--- config.mk ---
export PLATFORM = sky130hd
export DESIGN_NAME = seg7_scan_mux_flat
export DESIGN_NICKNAME = d
export VERILOG_FILES = /design/src/rtl/seg7_scan_mux_if.sv /design/src/rtl/seg7_scan_mux.sv /design/src/flat_wrapper.sv
export SDC_FILE = /design/constraint.sdc
export NUM_CORES = 1
export LEC_CHECK = 0
export CAP_MARGIN = 20
export CORE_MARGIN = 2
export CORE_UTILIZATION = 35
export CTS_CLUSTER_SIZE = 30
export DETAILED_ROUTE_END_ITERATION = 7
export PLACE_DENSITY_LB_ADDON = 0.3
export SYNTH_ARGS = -nofsm -noshare
export SYNTH_HDL_FRONTEND = slang
export SYNTH_SLANG_ARGS = --single-unit
--- constraint.sdc ---
create_clock -name clk -period 4.15 [get_ports clk]
set_input_delay 0.83 -clock clk [delete_from_list [all_inputs] [get_ports clk]]
set_output_delay 0.83 -clock clk [all_outputs]
set_load 0.05 [all_outputs]
--- src/rtl/seg7_scan_mux_if.sv ---
// Operand and display bundle for seg7_scan_mux.
// The master side is the datapath/board; the slave side is the scan driver.
interface seg7_scan_mux_if #(
    parameter int unsigned NUM_DIGITS = 4
);
    logic [4*NUM_DIGITS-1:0] a;
    logic [4*NUM_DIGITS-1:0] b;
    logic                    sel;
    logic [6:0]              seg;
    logic [NUM_DIGITS-1:0]   an;
    logic                    frame_tick;

    modport master (
        output a,
        output b,
        output sel,
        input  seg,
        input  an,
        input  frame_tick
    );

    modport slave (
        input  a,
        input  b,
        input  sel,
        output seg,
        output an,
        output frame_tick
    );
endinterface

--- src/rtl/seg7_scan_mux.sv ---
// Time-multiplexed common-anode seven-segment driver with per-frame operand snapshot.
// Define SEG7_SCAN_MUX_LZ_BLANK_EN to blank leading-zero digits.
module seg7_scan_mux #(
    parameter int unsigned NUM_DIGITS  = 4,
    parameter int unsigned SHOW_CYCLES = 100000,
    parameter int unsigned DEAD_CYCLES = 1000
) (
    input logic            clk,
    input logic            rst_n,
    seg7_scan_mux_if.slave bus
);
    localparam int unsigned MaxLen = (SHOW_CYCLES > DEAD_CYCLES) ? SHOW_CYCLES : DEAD_CYCLES;
    localparam int unsigned CntW   = $clog2(MaxLen) + 1;
    localparam int unsigned IdxW   = (NUM_DIGITS > 1) ? $clog2(NUM_DIGITS) : 1;
    localparam int unsigned DataW  = 4 * NUM_DIGITS;

    localparam logic [CntW-1:0] ShowLast = CntW'(SHOW_CYCLES - 1);
    localparam logic [CntW-1:0] DeadLast = CntW'((DEAD_CYCLES > 0) ? DEAD_CYCLES - 1 : 0);
    localparam logic [IdxW-1:0] IdxLast  = IdxW'(NUM_DIGITS - 1);

    typedef enum logic [0:0] {
        StDead,
        StShow
    } state_e;

    // Phase that opens every frame; SHOW directly when the dead time is zero.
    localparam state_e StFirst = (DEAD_CYCLES > 0) ? StDead : StShow;

    state_e                state_q, state_d;
    logic [IdxW-1:0]       idx_q, idx_d;
    logic [CntW-1:0]       cnt_q, cnt_d;
    logic [DataW-1:0]      snap_q, snap_d;
    logic [6:0]            seg_q, seg_d;
    logic [NUM_DIGITS-1:0] an_q, an_d;
    logic                  tick_q, tick_d;
    logic                  start_q;
    logic                  load;
    logic [3:0]            digit;
    logic                  blank;

    function automatic logic [6:0] hex_decode(input logic [3:0] d);
        logic [6:0] s;
        unique case (d)
            4'h0: s = 7'b1000000;
            4'h1: s = 7'b1111001;
            4'h2: s = 7'b0100100;
            4'h3: s = 7'b0110000;
            4'h4: s = 7'b0011001;
            4'h5: s = 7'b0010010;
            4'h6: s = 7'b0000010;
            4'h7: s = 7'b1111000;
            4'h8: s = 7'b0000000;
            4'h9: s = 7'b0010000;
            4'hA: s = 7'b0001000;
            4'hB: s = 7'b0000011;
            4'hC: s = 7'b1000110;
            4'hD: s = 7'b0100001;
            4'hE: s = 7'b0000110;
            4'hF: s = 7'b0001110;
        endcase
        return s;
    endfunction

    // Sequencing: the first clock after reset release opens frame 0 in place.
    always_comb begin
        state_d = state_q;
        idx_d   = idx_q;
        cnt_d   = cnt_q;
        load    = 1'b0;
        if (start_q) begin
            state_d = StFirst;
            idx_d   = '0;
            cnt_d   = '0;
            load    = 1'b1;
        end else begin
            unique case (state_q)
                StDead: begin
                    if (cnt_q == DeadLast) begin
                        state_d = StShow;
                        cnt_d   = '0;
                    end else begin
                        cnt_d = cnt_q + CntW'(1);
                    end
                end
                StShow: begin
                    if (cnt_q == ShowLast) begin
                        state_d = StFirst;
                        cnt_d   = '0;
                        idx_d   = (idx_q == IdxLast) ? '0 : idx_q + IdxW'(1);
                        load    = (idx_q == IdxLast);
                    end else begin
                        cnt_d = cnt_q + CntW'(1);
                    end
                end
            endcase
        end
        snap_d = load ? (bus.sel ? bus.b : bus.a) : snap_q;
    end

    // Decode from next-state values so anode and cathodes always land on the same edge.
    always_comb begin
        digit = snap_d[3:0];
        for (int i = 1; i < NUM_DIGITS; i++) begin
            if (idx_d == IdxW'(i)) begin
                digit = snap_d[4*i +: 4];
            end
        end
`ifdef SEG7_SCAN_MUX_LZ_BLANK_EN
        begin
            logic zero_run;
            zero_run = 1'b1;
            blank    = 1'b0;
            for (int i = NUM_DIGITS - 1; i >= 1; i--) begin
                zero_run = zero_run && (snap_d[4*i +: 4] == 4'h0);
                if (idx_d == IdxW'(i)) begin
                    blank = zero_run;
                end
            end
        end
`else
        blank = 1'b0;
`endif
        an_d  = '1;
        seg_d = '1;
        if (state_d == StShow) begin
            for (int i = 0; i < NUM_DIGITS; i++) begin
                an_d[i] = (idx_d != IdxW'(i));
            end
            seg_d = blank ? 7'h7F : hex_decode(digit);
        end
        tick_d = load;
    end

    always_ff @(posedge clk or negedge rst_n) begin
        if (!rst_n) begin
            state_q <= StDead;
            idx_q   <= '0;
            cnt_q   <= '0;
            snap_q  <= '0;
            seg_q   <= '1;
            an_q    <= '1;
            tick_q  <= 1'b0;
            start_q <= 1'b1;
        end else begin
            state_q <= state_d;
            idx_q   <= idx_d;
            cnt_q   <= cnt_d;
            snap_q  <= snap_d;
            seg_q   <= seg_d;
            an_q    <= an_d;
            tick_q  <= tick_d;
            start_q <= 1'b0;
        end
    end

    assign bus.seg        = seg_q;
    assign bus.an         = an_q;
    assign bus.frame_tick = tick_q;
endmodule

--- src/flat_wrapper.sv ---
// flat-port wrapper written by rule: the top's interface ports become plain ports
module seg7_scan_mux_flat 
#(
    parameter int unsigned NUM_DIGITS  = 4,
    parameter int unsigned SHOW_CYCLES = 100000,
    parameter int unsigned DEAD_CYCLES = 1000
)
  (clk, rst_n, bus_a, bus_b, bus_sel, bus_seg, bus_an, bus_frame_tick);
  seg7_scan_mux_if #(.NUM_DIGITS(NUM_DIGITS)) bus_i ();
  input logic clk;
  input logic rst_n;
  input wire logic [$bits(bus_i.a)-1:0] bus_a;
  input wire logic [$bits(bus_i.b)-1:0] bus_b;
  input wire logic [$bits(bus_i.sel)-1:0] bus_sel;
  output wire logic [$bits(bus_i.seg)-1:0] bus_seg;
  output wire logic [$bits(bus_i.an)-1:0] bus_an;
  output wire logic [$bits(bus_i.frame_tick)-1:0] bus_frame_tick;
  assign bus_i.a = bus_a;
  assign bus_i.b = bus_b;
  assign bus_i.sel = bus_sel;
  assign bus_seg = bus_i.seg;
  assign bus_an = bus_i.an;
  assign bus_frame_tick = bus_i.frame_tick;
  seg7_scan_mux #(.NUM_DIGITS(NUM_DIGITS), .SHOW_CYCLES(SHOW_CYCLES), .DEAD_CYCLES(DEAD_CYCLES)) u_core (.clk(clk), .rst_n(rst_n), .bus(bus_i));
endmodule
# Word-level counts from Yosys, hierarchy flattened
# Memory sizes are Yosys's and may differ from the RTL's.
# Cells that the tools add are included.
[classes]
n_reduce_logical = 1
bitwise_logic = 1
muxes = 22
n_addsub = 2
eq_ne = 9
[op_table]
columns = ["operator", "n"]
rows = [
  ["18-bit two-way mux", 3],
  ["18-bit one-hot mux with 2 select lines", 1],
  ["16-bit two-way mux", 2],
  ["18-bit by 1-bit adder with 18-bit output (second input constant)", 1],
  ["18-bit by 10-bit equality test with 1-bit output (second input constant)", 1],
  ["18-bit by 17-bit equality test with 1-bit output (second input constant)", 1],
  ["4-bit two-way mux", 4],
  ["2-bit two-way mux", 4],
  ["7-bit two-way mux", 1],
  ["2-bit equality test (second input constant)", 3],
  ["1-bit two-way mux", 6],
  ["2-bit != test (second input constant)", 2],
  ["2-bit by 1-bit adder with 2-bit output (second input constant)", 1],
  ["2-bit by 1-bit equality test with 1-bit output (second input constant)", 1],
  ["2-bit by 1-bit != test with 1-bit output (second input constant)", 1],
  ["1-bit one-hot mux with 2 select lines", 1],
  ["2-bit nonzero test", 1],
  ["1-bit inverter", 1],
]
[totals]
mem_count = 1
output_inout_bits = 12
inputBits = 35
regBits = 50
mem_bits_ro = 112
[memory_table]
columns = ["name", "depth", "word_bits", "read_ports", "rd_clocked_by_memory_dff", "wr", "line", "text"]
rows = [
  ["(name not given)", 16, 7, 1, 0, 0, "seg7_scan_mux.sv:43", "unique case (d)"],
]

# Depth between registers and ports, before layout
# Gate-level depths: netlist of run 1.
# An unclocked memory read counts as a cell.
[depth]
word_depth = 11
depth_mapped = 14

# Worst setup path after synthesis of run 1
# Ideal clock, no wire load.
[synth_path]
kind = "register to register"
startpoint = "register u_core.cnt_q[0]"
endpoint = "register u_core.seg_q[1] (netlist: u_core.bus.seg[1])"
period_less_slack_ps = 3161
path_stages_with_launch = 13
arrival_time_ps = 3089
setup_ps = 72
setup_slack_ps = 989
cell_sequence = "dfrtp_1 ha_1 and4_4 and4_4 a31oi_4 mux2_2 mux2_2 a211oi_4 inv_1 ha_1 inv_1 mux2_2 o21ai_1"
[synth_via]
elab_chain_cells = 10
word_cells_on_any_way = 21
cone_classes = "eq/ne: 5; mux: 15; memory: 1"
[synth_lines]
columns = ["element", "line", "text"]
rows = [
  ["start, declared", "seg7_scan_mux.sv:31", "logic [CntW-1:0] cnt_q, cnt_d;"],
  ["start signal, assigned", "seg7_scan_mux.sv:147", "cnt_q <= cnt_d;"],
  ["18-bit by 17-bit equality test with 1-bit output", "seg7_scan_mux.sv:86", "if (cnt_q == ShowLast) begin"],
  ["2-bit two-way mux / 1-bit two-way mux (equally long branches)", "seg7_scan_mux.sv:86", ""],
  ["2-bit two-way mux / 1-bit two-way mux (equally long branches)", "seg7_scan_mux.sv:76", "unique case (state_q)"],
  ["2-bit two-way mux / 1-bit two-way mux (equally long branches)", "seg7_scan_mux.sv:70", "if (start_q) begin"],
  ["2-bit by 1-bit equality test with 1-bit output / 16-bit two-way mux (equally long branches)", "seg7_scan_mux.sv:104, seg7_scan_mux.sv:97", ""],
  ["4-bit two-way mux (3 in a row)", "seg7_scan_mux.sv:104", "if (idx_d == IdxW'(i)) begin"],
  ["memory read 16 x 7 bit", "--", ""],
  ["7-bit two-way mux *", "seg7_scan_mux.sv:125", "if (state_d == StShow) begin"],
  ["net u_core.seg_d[1]", "seg7_scan_mux.sv:33", "logic [6:0] seg_q, seg_d;"],
  ["end signal, assigned", "seg7_scan_mux.sv:149", "seg_q <= seg_d;"],
  ["end, declared", "seg7_scan_mux.sv:33", ""],
]
# The timed path passes the listed nets; every way through them passes the cells marked *.

# Final worst setup path of run 1
# Ends and elaborated chain as after synthesis.

==> results of run 1 <==
-- cells by family (layout without fill, tap and decap cells) --
family / after synthesis / count (layout) / share of synthesized area (%)
XOR/XNOR: 16 / 16 / 4.815
flip-flops: 50 / 50 / 43.51
adder cells (fa/ha/maj): 8 / 8 / 3.440
AO/OA/AOI/OAI: 39 / 39 / 12.30
other: 1 / 1 / 0.1289
buffers and inverters: 31 / 83 / 4.384
multiplexers: 37 / 37 / 13.67
AND/OR/NAND/NOR: 93 / 93 / 17.76
-- layout by cell type (no fill, tap or decap), types with 3 or more instances in the layout --
cell type / instances
sky130_fd_sc_hd__dfstp_2: 12
sky130_fd_sc_hd__mux2_2: 14
sky130_fd_sc_hd__buf_4: 3
sky130_fd_sc_hd__dfrtp_1: 38
sky130_fd_sc_hd__ha_1: 8
sky130_fd_sc_hd__nand4_1: 4
sky130_fd_sc_hd__nand2_1: 16
sky130_fd_sc_hd__clkbuf_8: 5
sky130_fd_sc_hd__o211ai_1: 7
sky130_fd_sc_hd__nor2_1: 28
sky130_fd_sc_hd__and3_1: 3
sky130_fd_sc_hd__xnor2_1: 5
sky130_fd_sc_hd__and2_1: 3
sky130_fd_sc_hd__clkdlybuf4s50_1: 45
sky130_fd_sc_hd__nand3_1: 9
sky130_fd_sc_hd__inv_1: 23
sky130_fd_sc_hd__o21ai_0: 5
sky130_fd_sc_hd__or3_1: 3
sky130_fd_sc_hd__nor2b_1: 3
sky130_fd_sc_hd__nor3_1: 3
sky130_fd_sc_hd__mux2i_1: 21
sky130_fd_sc_hd__xor2_1: 11
sky130_fd_sc_hd__nor4_1: 3
sky130_fd_sc_hd__o221ai_1: 3
-- routing by layer --
metal	share of wire [%]	vias up	track usage [%]
met3	4.8	6	2.609
met2	46	44	22.07
met1	48	1047	18.94
met4	1.2	0	3.986
met5	0	-	0
li1	-	1069	-
-- cell usage after synthesis (all sizes together) (2+ instances only) --
cell type,n
nor4,4
xor2,11
inv,24
mux2i,21
o211ai,7
mux2,16
xnor2,5
or3,3
nand4,4
o31a,2
nor4b,2
and3,3
nor2,29
o311ai,2
and4,4
o21a,2
nor2b,3
dfrtp,38
a31oi,3
nor3,4
and2,4
a21oi,2
nor3b,2
buf,5
o221ai,3
ha,8
dfstp,12
nand2,18
o21ai,7
o31ai,3
nand3,10
-- final cells by class --
cell class,instances,area (sq um),area share (%)
multi-input combinational,194,1516,41.94
sequential,50,1266,35.02
timing repair buffer,50,498.0,13.77
tap,105,131.4,3.633
inverter,25,93.84,2.595
clock buffer,6,72.57,2.007
clock inverter,2,37.54,1.038
-- flip-flops by register name, indices dropped and copies added, names as in the netlist --
name / cells
u_core.bus.an: 4
u_core.bus.frame_tick: 1
u_core.bus.seg: 7
u_core.cnt_q: 18
u_core.idx_q: 2
u_core.snap_q: 16
u_core.start_q: 1
u_core.state_q: 1
-- per-stage QoR --
stage               utilization (%)  cell area (sq um)  instances  worst slack, ns
global route                  44.45               3616        432           0.3727
floorplan                         -               2910        275           0.9892
finish                        44.45               3616        432           0.6179
global placement              42.85               3486        423           0.6473
CTS                           44.21               3596        431           0.6261
detailed placement            42.85               3486        423           0.5994
-- worst paths after layout --
| check | cells after the start | startpoint | end |
|---|---|---|---|
| setup / recovery | 12 | u_core.cnt_q[0]$_DFF_PN0_ | u_core.bus.seg[1]$_DFF_PN1_ |
| hold / removal | 1 | rst_n | u_core.cnt_q[0]$_DFF_PN0_ |
| setup reg to reg | 12 | u_core.cnt_q[0]$_DFF_PN0_ | u_core.bus.seg[1]$_DFF_PN1_ |
| hold reg to reg | 2 | u_core.snap_q[3]$_DFF_PN0_ | u_core.snap_q[3]$_DFF_PN0_ |
| max in group asynchronous | 2 | rst_n | u_core.bus.an[3]$_DFF_PN1_ |
| min in group clk | 2 | u_core.snap_q[3]$_DFF_PN0_ | u_core.snap_q[3]$_DFF_PN0_ |
-- power groups by stage --
| stage | combinational, mW | clock [mW] | sequential, mW |
|---|---|---|---|
| floorplan | 0.105 | 0 | 0.528 |
| global placement | 0.169 | 0 | 0.529 |
| detailed placement | 0.171 | 0 | 0.529 |
| CTS | 0.172 | 0.355 | 0.520 |
| global route | 0.192 | 0.373 | 0.523 |
| finish | 0.172 | 0.342 | 0.520 |
==> run summary, run 1 <==
### Global routing
• Overall Global Routing Usage: 13.76%
• number of global-route vias before repair: 2067
• number of antenna violations at the first check in global routing: 0
• global-route wire length before repair: 9770 um
• remaining global-route overflow: 0
• largest net degree at the start of global routing: 51

### Critical path
• most frequent cell on the critical path: sky130_fd_sc_hd__mux2_2
• R2R Setup Slk: 0.62 ns
• capturing element type of the critical path: register
• CP delay by family, top: multiplexers
• CP max FO: 7
• Critical Setup Path Class: reg -> reg
• Crit-path slowest cell: sky130_fd_sc_hd__dfrtp_1
• launching element type of the critical path: register
• Crit path buffers/inverters: 2
• maximum single-stage delay on the critical path: 0.42 ns
• crit path cell chain: ha_1 -> and4_4 -> and4_4 -> a31oi_4 -> mux2_2 -> mux2_2 -> a211oi_4 -> inv_1 -> ha_1 -> inv_1 -> mux2_2 -> o21ai_1
• Crit path arrival time: 3.76 ns
• endpoint required time on the critical path: 4.38 ns

### Clocking
• clk buf depth: 2
• CTS tree: yes
• number of gates given a new drive strength after cts: 0
• number of buffers inserted during clock tree synthesis: 5
• # hold bufs at CTS: 0
• clock latency reported for the late side of the worst-skew pair: 0.30 ns
• sinks on the clock net: 50
• CTS H-tree depth: 2
• clock-pin slew reported for the worst setup and hold paths after clock tree synthesis: 0.10 ns
• post-CTS setup buffer count: 0
• clock tree root driver cell: sky130_fd_sc_hd__clkbuf_8

### Pwr
• proportion of power drawn by the clock network: 33.1%
• maximum ir drop on the vdd rail: 0.0001128 V
• switching power as a share of total power: 24.79%
• NetSw: 0.2564 mW
• total internal power: 0.7778 mW
• relative contribution of combinational cells to total power: 16.6%
• Reg power frac: 50.2%
• leakage power summed over all cells: 1.532 nW
• Pwr Density: 286.0 nW/um^2
• Power, Total: 1.034 mW

### Timing
• # setup viols final: 0
• setup repair after global routing missed its margin: false
• setup skew after layout: 0.01497 ns
• worst hold margin: 0.3643 ns
• final hold violation count: 0
• remaining max-slew budget at the tightest pin: 42.78%
• upper clock frequency limit: 0.2831 GHz
• Tcrit/Tclk final: 85.11%
• Setup TNS Final: 0 ns
• Max Slew Vio Count: 0
• slew of the pin with the lowest slew margin: 0.8494 ns
• shortest period the worst path allows: 3.532 ns

### Synthesis
• Post-Syn Instances: 275
• number of distinct standard cells referenced by the synthesized netlist: 63
• Post-synth ARST share: 100.0%
• synthesized area: 2910 sq um
• share of the yosys chip area belonging to registers: 43.51%
• number of enable flip-flop cells after synthesis: 0
• largest cells by area after synthesis: sky130_fd_sc_hd__dfrtp_1 33%, sky130_fd_sc_hd__dfstp_2 11%, sky130_fd_sc_hd__mux2i_1 7.2%, sky130_fd_sc_hd__mux2_2 5.4%, sky130_fd_sc_hd__nor2_1 3.6%
• most used flip-flop cell after synthesis: sky130_fd_sc_hd__dfrtp_1
• largest area contributor in the netlist: sky130_fd_sc_hd__dfrtp_1
• number of synthesized register bits: 50
• post-synth net total: 318
• Synth Warn #: 0
• Post-Syn Area per Cell: 10.58 sq um
• post-synth top area share: 32.67%

### Floorplanning
• Site Rows: 33
• count of pins on the block boundary: 47
• die width: 95.19 um
• Initial Utilization: 35.78%
• Core Box Area: 8134 sq um
• Die Height: 95.19 um
• Total Die Area: 9060 sq um

### Cells and area
• proportion of layout cells with a drive suffix above 1: 18.04%
• number of antenna diodes: 0
• relative area change from synthesis to final layout: 24.25%
• number of inserted filler cells in the final layout: 779
• # nets final: 369

### Worst hold path
• type of the most critical hold path: in -> async

### Route
• average wire per cell in the routed design: 13.92 um
• DRT Pass-1 Iters: 4
• wire length reported by the detailed router: 6015 um
• Initial DRC Count: 81
• DR vias: 2166
• number of remaining DRC errors: 0
• drt via density: 5.014
• post-route ant nets: 0

### Job
• count of max-cap constraint violations: 0

### Placement
• global placer's final weighted congestion: 0.8204
• total half-perimeter wirelength after legalization and detailed placement: 4412 um
• number of buffers added on ports: 46

### Status
• status: finished clean

Note: power is estimated with default switching activity, not from simulation.
==> inputs of run 2 (changes only) <==
CORE_UTILIZATION = 54   (was 35)
GPL_ROUTABILITY_DRIVEN = 0   (was default)
==> run 2 against run 1 <==
Effect of this change: sequential share of layout area is 0.16 points higher; die area is 34% lower; setup slack better by 0.15 ns; cell count is 8.1% lower; routed wire length is 2.4% higher; critical endpoint unchanged; largest power group unchanged.
==> run summary, run 2 (synthesis gave the netlist of run 1 again) <==
### Status
• status: finished clean

### Floorplanning
• Total Die Area: 5992 sq um, -34%
• Die Height: 77.41 um, -19%
• Initial Utilization: 56.62%, +21 points
• die width: 77.41 um, -19%
• count of pins on the block boundary: 47, unchanged
• Core Box Area: 5140 sq um, -37%
• Site Rows: 26, -21%

### Critical path
• CP max FO: 6, -1
• Critical Setup Path Class: reg -> reg
• endpoint required time on the critical path: 4.39 ns, about the same
• number of cell instances on the worst register-to-register path: 12, unchanged
• R2R Setup Slk: 0.77 ns, +0.15 ns
• launching element type of the critical path: register
• Reg-to-Reg End: u_core.bus.seg[1]$_DFF_PN1_
• launch point of the worst reg-to-reg path: u_core.cnt_q[0]$_DFF_PN0_
• capturing element type of the critical path: register
• Crit path arrival time: 3.62 ns, -0.14 ns

### Timing
• upper clock frequency limit: 0.2960 GHz, +4.6%
• setup skew after layout: 0.006335 ns, -0.008632 ns
• slew of the pin with the lowest slew margin: 0.7407 ns, -0.1087 ns
• Setup TNS Final: 0 ns, unchanged
• remaining max-slew budget at the tightest pin: 50.10%, +7.3 points
• final hold violation count: 0, unchanged
• Max Slew Vio Count: 0, unchanged
• setup repair after global routing missed its margin: false
• # setup viols final: 0, unchanged
• shortest period the worst path allows: 3.378 ns, -0.1541 ns
• Tcrit/Tclk final: 81.40%, -3.7 points

### Global routing
• remaining global-route overflow: 0, unchanged
• number of global-route vias before repair: 2141, +3.6%
• global-route wire length before repair: 10250 um, +4.9%
• Overall Global Routing Usage: 21.69%, +7.9 points
• largest net degree at the start of global routing: 51, unchanged
• number of antenna violations at the first check in global routing: 0, unchanged

### Pwr
• switching power as a share of total power: 24.24%, -0.55 points
• relative contribution of combinational cells to total power: 15.8%, -0.8 points
• maximum ir drop on the vdd rail: 0.0001523 V, +35%
• proportion of power drawn by the clock network: 37.2%, +4.1 points
• leakage power summed over all cells: 1.548 nW, +1.1%
• Pwr Density: 307.8 nW/um^2, +7.6%
• Reg power frac: 46.9%, -3.3 points
• NetSw: 0.2686 mW, +4.8%
• total internal power: 0.8394 mW, +7.9%

### Clocking
• post-CTS setup buffer count: 0, unchanged
• sinks on the clock net: 50, unchanged
• number of gates given a new drive strength after cts: 0, unchanged
• number of buffers inserted during clock tree synthesis: 5, unchanged
• CTS H-tree depth: 2, unchanged
• # hold bufs at CTS: 0, unchanged
• clock latency reported for the late side of the worst-skew pair: 0.31 ns, about the same
• CTS tree: yes
• clock-pin slew reported for the worst setup and hold paths after clock tree synthesis: 0.09 ns, about the same
• clk buf depth: 2, unchanged
• clock tree root driver cell: sky130_fd_sc_hd__clkbuf_8

### Cells and area
• flip-flop count of the largest register, all copies and words added: 18, unchanged
• top library cells by usage in the layout, fill and taps aside: 45 x sky130_fd_sc_hd__clkdlybuf4s50_1, 38 x sky130_fd_sc_hd__dfrtp_1, 28 x sky130_fd_sc_hd__nor2_1
• number of antenna diodes: 0, unchanged
• largest register by flop count: u_core.cnt_q
• # nets final: 369, unchanged
• commonest non-fill, non-tap cell in the layout: sky130_fd_sc_hd__clkdlybuf4s50_1
• relative area change from synthesis to final layout: 23.69%
• proportion of layout cells with a drive suffix above 1: 18.35%, +0.31 points
• Post-Route Utilization: 70.03%, +26 points

### Placement
• number of buffers added on ports: 46, unchanged
• total half-perimeter wirelength after legalization and detailed placement: 4436 um, +0.54%

### Worst hold path
• type of the most critical hold path: in -> async

### Route
• uppermost layer routed: met4
• Initial DRC Count: 261, +220%
• DR vias: 2204, +1.8%
• Met3 Wirelength: 269 um, -6.6%
• routed length on met1: 2878 um, -0.24%
• number of remaining DRC errors: 0, unchanged
• post-route ant nets: 0, unchanged
• average wire per cell in the routed design: 15.51 um, +11%
• wire length on met2: 2897 um, +4.8%
• DRT Pass-1 Iters: 4, unchanged
• drt via density: 5.552, +11%
• wire length reported by the detailed router: 6159 um, +2.4%

### Job
• count of max-cap constraint violations: 0, unchanged

run 2: how the worst max path moves through the flow:
stage	to	startpoint	cells after the start	slack [ns]
after CTS	u_core.bus.seg[1]$_DFF_PN1_	u_core.cnt_q[0]$_DFF_PN0_	12	0.79
final	u_core.bus.seg[1]$_DFF_PN1_	u_core.cnt_q[0]$_DFF_PN0_	12	0.77
after global placement	u_core.bus.seg[3]$_DFF_PN1_	bus_sel	11	0.74
after detailed placement	u_core.bus.seg[3]$_DFF_PN1_	bus_sel	11	0.65
after floorplan	u_core.bus.seg[1]$_DFF_PN1_	u_core.cnt_q[0]$_DFF_PN0_	12	0.99
after global routing	u_core.bus.seg[3]$_DFF_PN1_	u_core.cnt_q[0]$_DFF_PN0_	13	0.46
run 2: area by class of cell:
cell class,instances,area (sq um)
clock inverters,3,68.82
well taps,70,87.58
multi-input cells,194,1516
fillers,428,1540
inverters,25,93.84
flip-flops and latches,50,1266
repair buffers,50,498.0
clock buffers,5,68.82
run 2: layer usage:
metal / track usage (%) / vias up
li1: - / 1070
met1: 29.64 / 1061
met2: 33.57 / 63
met3: 4.651 / 10
met4: 9.286 / 0
met5: 0 / -
run 2: stage by stage:
stage,total power [mW],setup slack (ns),hold WS (ns),instance area (sq um),instances
6_report,1.108,0.7720,0.4435,3600,397
5_1_grt,1.156,0.4569,0.4534,3600,397
4_1_cts,1.110,0.7891,0.4853,3580,396
3_5_place_dp,0.7011,0.6547,0.4700,3442,388
2_1_floorplan,0.6335,0.9892,0.4443,2910,275
3_3_place_gp,0.6935,0.7432,0.4601,3442,388
run 2: worst max-delay path, cell delays in order (launching register included):
cell,delay [ns]
sky130_fd_sc_hd__dfrtp_1,0.39
sky130_fd_sc_hd__ha_1,0.25
sky130_fd_sc_hd__and4_4,0.29
sky130_fd_sc_hd__nand2_2,0.09
sky130_fd_sc_hd__nor3_1,0.21
sky130_fd_sc_hd__mux2_2,0.45
sky130_fd_sc_hd__mux2_2,0.34
sky130_fd_sc_hd__a211oi_4,0.37
sky130_fd_sc_hd__inv_1,0.16
sky130_fd_sc_hd__ha_1,0.32
sky130_fd_sc_hd__inv_1,0.04
sky130_fd_sc_hd__mux2_2,0.25
sky130_fd_sc_hd__o21ai_1,0.15
run 2: power groups by stage:
stage,Sequential [mW],Clock [mW],Combinational [mW]
after floorplan,0.528,0,0.105
after global placement,0.528,0,0.165
after detailed placement,0.529,0,0.172
after CTS,0.520,0.417,0.173
after global routing,0.523,0.439,0.194
final,0.520,0.413,0.175
==> inputs of run 3 (changes only) <==
clock period = 3.12 ns   (was 4.15 ns; I/O delays follow)
==> run 3 against run 2 <==
Effect of this change: core utilization is 7.4 points higher; sequential power is 33% higher; non-clock buffer count grew 35; global-route usage up 1.9 points; clock skew increased by 0.00063 ns; final area grew 11%; sequential cell count did not move; combinational power grew 77%.
==> run summary, run 3 (synthesis gave the netlist of run 1 again) <==
### Route
• DRT Pass-1 Iters: 4, unchanged
• post-route ant nets: 0, unchanged
• average wire per cell in the routed design: 16.58 um, +6.9%
• Initial DRC Count: 150, -43%
• drt via density: 5.650, +1.8%
• number of remaining DRC errors: 0, unchanged
• DR vias: 2441, +11%
• wire length reported by the detailed router: 7162 um, +16%

### Clocking
• clk buf depth: 2, unchanged
• clock tree root driver cell: sky130_fd_sc_hd__clkbuf_8
• clock latency reported for the late side of the worst-skew pair: 0.30 ns, about the same
• # hold bufs at CTS: 0, unchanged
• CTS tree: yes
• CTS H-tree depth: 2, unchanged
• number of buffers inserted during clock tree synthesis: 5, unchanged
• sinks on the clock net: 50, unchanged
• clock-pin slew reported for the worst setup and hold paths after clock tree synthesis: 0.09 ns, about the same

### Critical path
• Critical Setup Path Class: reg -> reg
• CP max FO: 6, unchanged
• number of cell instances on the worst register-to-register path: 12, unchanged
• R2R Setup Slk: 0.02 ns, -0.75 ns
• Reg-to-Reg End: u_core.bus.seg[0]$_DFF_PN1_
• launching element type of the critical path: register
• Crit path arrival time: 3.33 ns, -0.29 ns
• endpoint required time on the critical path: 3.35 ns, -1.04 ns
• launch point of the worst reg-to-reg path: u_core.cnt_q[13]$_DFF_PN0_
• capturing element type of the critical path: register

### Worst hold path
• type of the most critical hold path: in -> async

### Timing
• remaining max-slew budget at the tightest pin: 62.78%, +13 points
• upper clock frequency limit: 0.3223 GHz, +8.9%
• post-route setup slack: 0.01751 ns, -0.7545 ns
• Setup TNS Final: 0 ns, unchanged
• final hold violation count: 0, unchanged
• Max Slew Vio Count: 0, unchanged
• worst hold margin: 0.2226 ns, -0.2209 ns
• slew of the pin with the lowest slew margin: 0.5583 ns, -0.1823 ns
• Tcrit/Tclk final: 99.44%, +18 points
• setup skew after layout: 0.006962 ns, +0.0006270 ns
• # setup viols final: 0, unchanged
• shortest period the worst path allows: 3.102 ns, -0.2755 ns

### Floorplanning
• count of pins on the block boundary: 47, unchanged
• Site Rows: 26, unchanged
• Core Box Area: 5140 sq um, unchanged
• Total Die Area: 5992 sq um, unchanged
• Initial Utilization: 56.62%, unchanged
• die width: 77.41 um, unchanged
• Die Height: 77.41 um, unchanged

### Cells and area
• # nets final: 404, +9.5%
• number of antenna diodes: 0, unchanged
• relative area change from synthesis to final layout: 36.72%
• proportion of layout cells with a drive suffix above 1: 31.22%, +13 points
• largest register by flop count: u_core.cnt_q
• design area: 3979 sq um, +11%
• flip-flop count of the largest register, all copies and words added: 18, unchanged
• commonest non-fill, non-tap cell in the layout: sky130_fd_sc_hd__clkdlybuf4s50_1
• top library cells by usage in the layout, fill and taps aside: 45 x sky130_fd_sc_hd__clkdlybuf4s50_1, 37 x sky130_fd_sc_hd__dfrtp_1, 35 x sky130_fd_sc_hd__buf_4

### Placement
• total half-perimeter wirelength after legalization and detailed placement: 4826 um, +8.8%
• Placed Area: 3577 sq um, +3.9%
• number of buffers added on ports: 46, unchanged
• post-placement worst setup slack: -0.1832 ns, -0.8378 ns

### Pwr
• maximum ir drop on the vdd rail: 0.0001907 V, +25%
• relative contribution of combinational cells to total power: 22.3%, +6.5 points
• Reg power frac: 49.9%, +3.0 points
• switching power as a share of total power: 26.40%, +2.2 points
• leakage power summed over all cells: 1.749 nW, +13%
• Pwr Density: 348.1 nW/um^2, +13%
• proportion of power drawn by the clock network: 27.8%, -9.4 points
• NetSw: 0.3657 mW, +36%
• total internal power: 1.019 mW, +21%

### Global routing
• number of antenna violations at the first check in global routing: 0, unchanged
• global-route wire length before repair: 11320 um, +10%
• largest net degree at the start of global routing: 47, -7.8%
• remaining global-route overflow: 0, unchanged
• Overall Global Routing Usage: 23.57%, +1.9 points
• number of global-route vias before repair: 2426, +13%

### Status
• status: finished clean

### Job
• count of max-cap constraint violations: 0, unchanged

## run 3: cell count changes in the layout (fill, tap and decap cells not counted), moves of 3 or more
cell	previous run	this run
sky130_fd_sc_hd__buf_4	3	35
sky130_fd_sc_hd__mux2_2	14	9
sky130_fd_sc_hd__mux2_4	2	7
sky130_fd_sc_hd__ha_1	8	4
sky130_fd_sc_hd__ha_4	0	3
sky130_fd_sc_hd__inv_1	23	20
sky130_fd_sc_hd__inv_2	1	4
sky130_fd_sc_hd__mux2i_1	21	18
sky130_fd_sc_hd__mux2i_2	0	3
## run 3: metal layers
| layer | wire length [um] | part of all wire, % | global-route usage [%] | up-vias |
|---|---|---|---|---|
| met5 | 0 | 0 | 0 | - |
| met4 | 74 | 1.0 | 8.036 | 0 |
| met3 | 363 | 5.1 | 3.605 | 9 |
| met2 | 3629 | 51 | 38.17 | 81 |
| met1 | 3096 | 43 | 32.52 | 1210 |
| li1 | - | - | - | 1141 |
## run 3: how the worst max path moves through the flow
stage,to,from,cells after the start
global placement,u_core.bus.seg[0]$_DFF_PN1_,bus_sel,11
floorplan,u_core.bus.seg[1]$_DFF_PN1_,u_core.cnt_q[0]$_DFF_PN0_,12
detailed placement,u_core.bus.seg[0]$_DFF_PN1_,bus_sel,12
global route,u_core.bus.seg[0]$_DFF_PN1_,u_core.cnt_q[13]$_DFF_PN0_,14
CTS,u_core.bus.seg[1]$_DFF_PN1_,u_core.cnt_q[17]$_DFF_PN0_,12
finish,u_core.bus.seg[0]$_DFF_PN1_,u_core.cnt_q[13]$_DFF_PN0_,12
## run 3: power by group through the flow
stage / registers, mW / logic, mW / clock network [mW]
finish: 0.692 / 0.309 / 0.385
global placement: 0.701 / 0.235 / 0
floorplan: 0.703 / 0.140 / 0
global route: 0.694 / 0.333 / 0.425
CTS: 0.690 / 0.267 / 0.393
detailed placement: 0.703 / 0.244 / 0
## run 3: per-stage QoR
stage	util [%]	total power, mW	instances
finish	77.41	1.385	432
detailed placement	69.60	0.9463	406
global placement	69.60	0.9365	406
floorplan	-	0.8427	275
global route	77.41	1.452	432
CTS	73.86	1.351	422
## run 3: final cells by class
type                    instances  area, sq um
multi-input cells             194         1658
inverters                      25        93.84
fillers                       354         1161
flip-flops and latches         50         1267
clock buffers                   7        86.33
well taps                      70        87.58
repair buffers                 85        780.7
clock inverters                 1        5.005
## run 3: critical path: stages (launching register included)
cell                       delay (ns)
sky130_fd_sc_hd__dfrtp_2         0.45
sky130_fd_sc_hd__nor4_4          0.33
sky130_fd_sc_hd__buf_4           0.17
sky130_fd_sc_hd__nand4_1         0.23
sky130_fd_sc_hd__nor4_2          0.27
sky130_fd_sc_hd__o21a_2          0.27
sky130_fd_sc_hd__mux2i_2         0.26
sky130_fd_sc_hd__mux2i_2         0.16
sky130_fd_sc_hd__ha_1            0.24
sky130_fd_sc_hd__nor2_1          0.18
sky130_fd_sc_hd__o211ai_1        0.13
sky130_fd_sc_hd__mux2i_1         0.26
sky130_fd_sc_hd__nor3b_2         0.09
## run 3: what timing repair did
action / CTS / global route
pin swaps: 8 / 8
gates cloned: 1 / 0
resized for setup: 11 / 25
buffers inserted: 7 / 10
setup endpoints to repair: 3 / 5
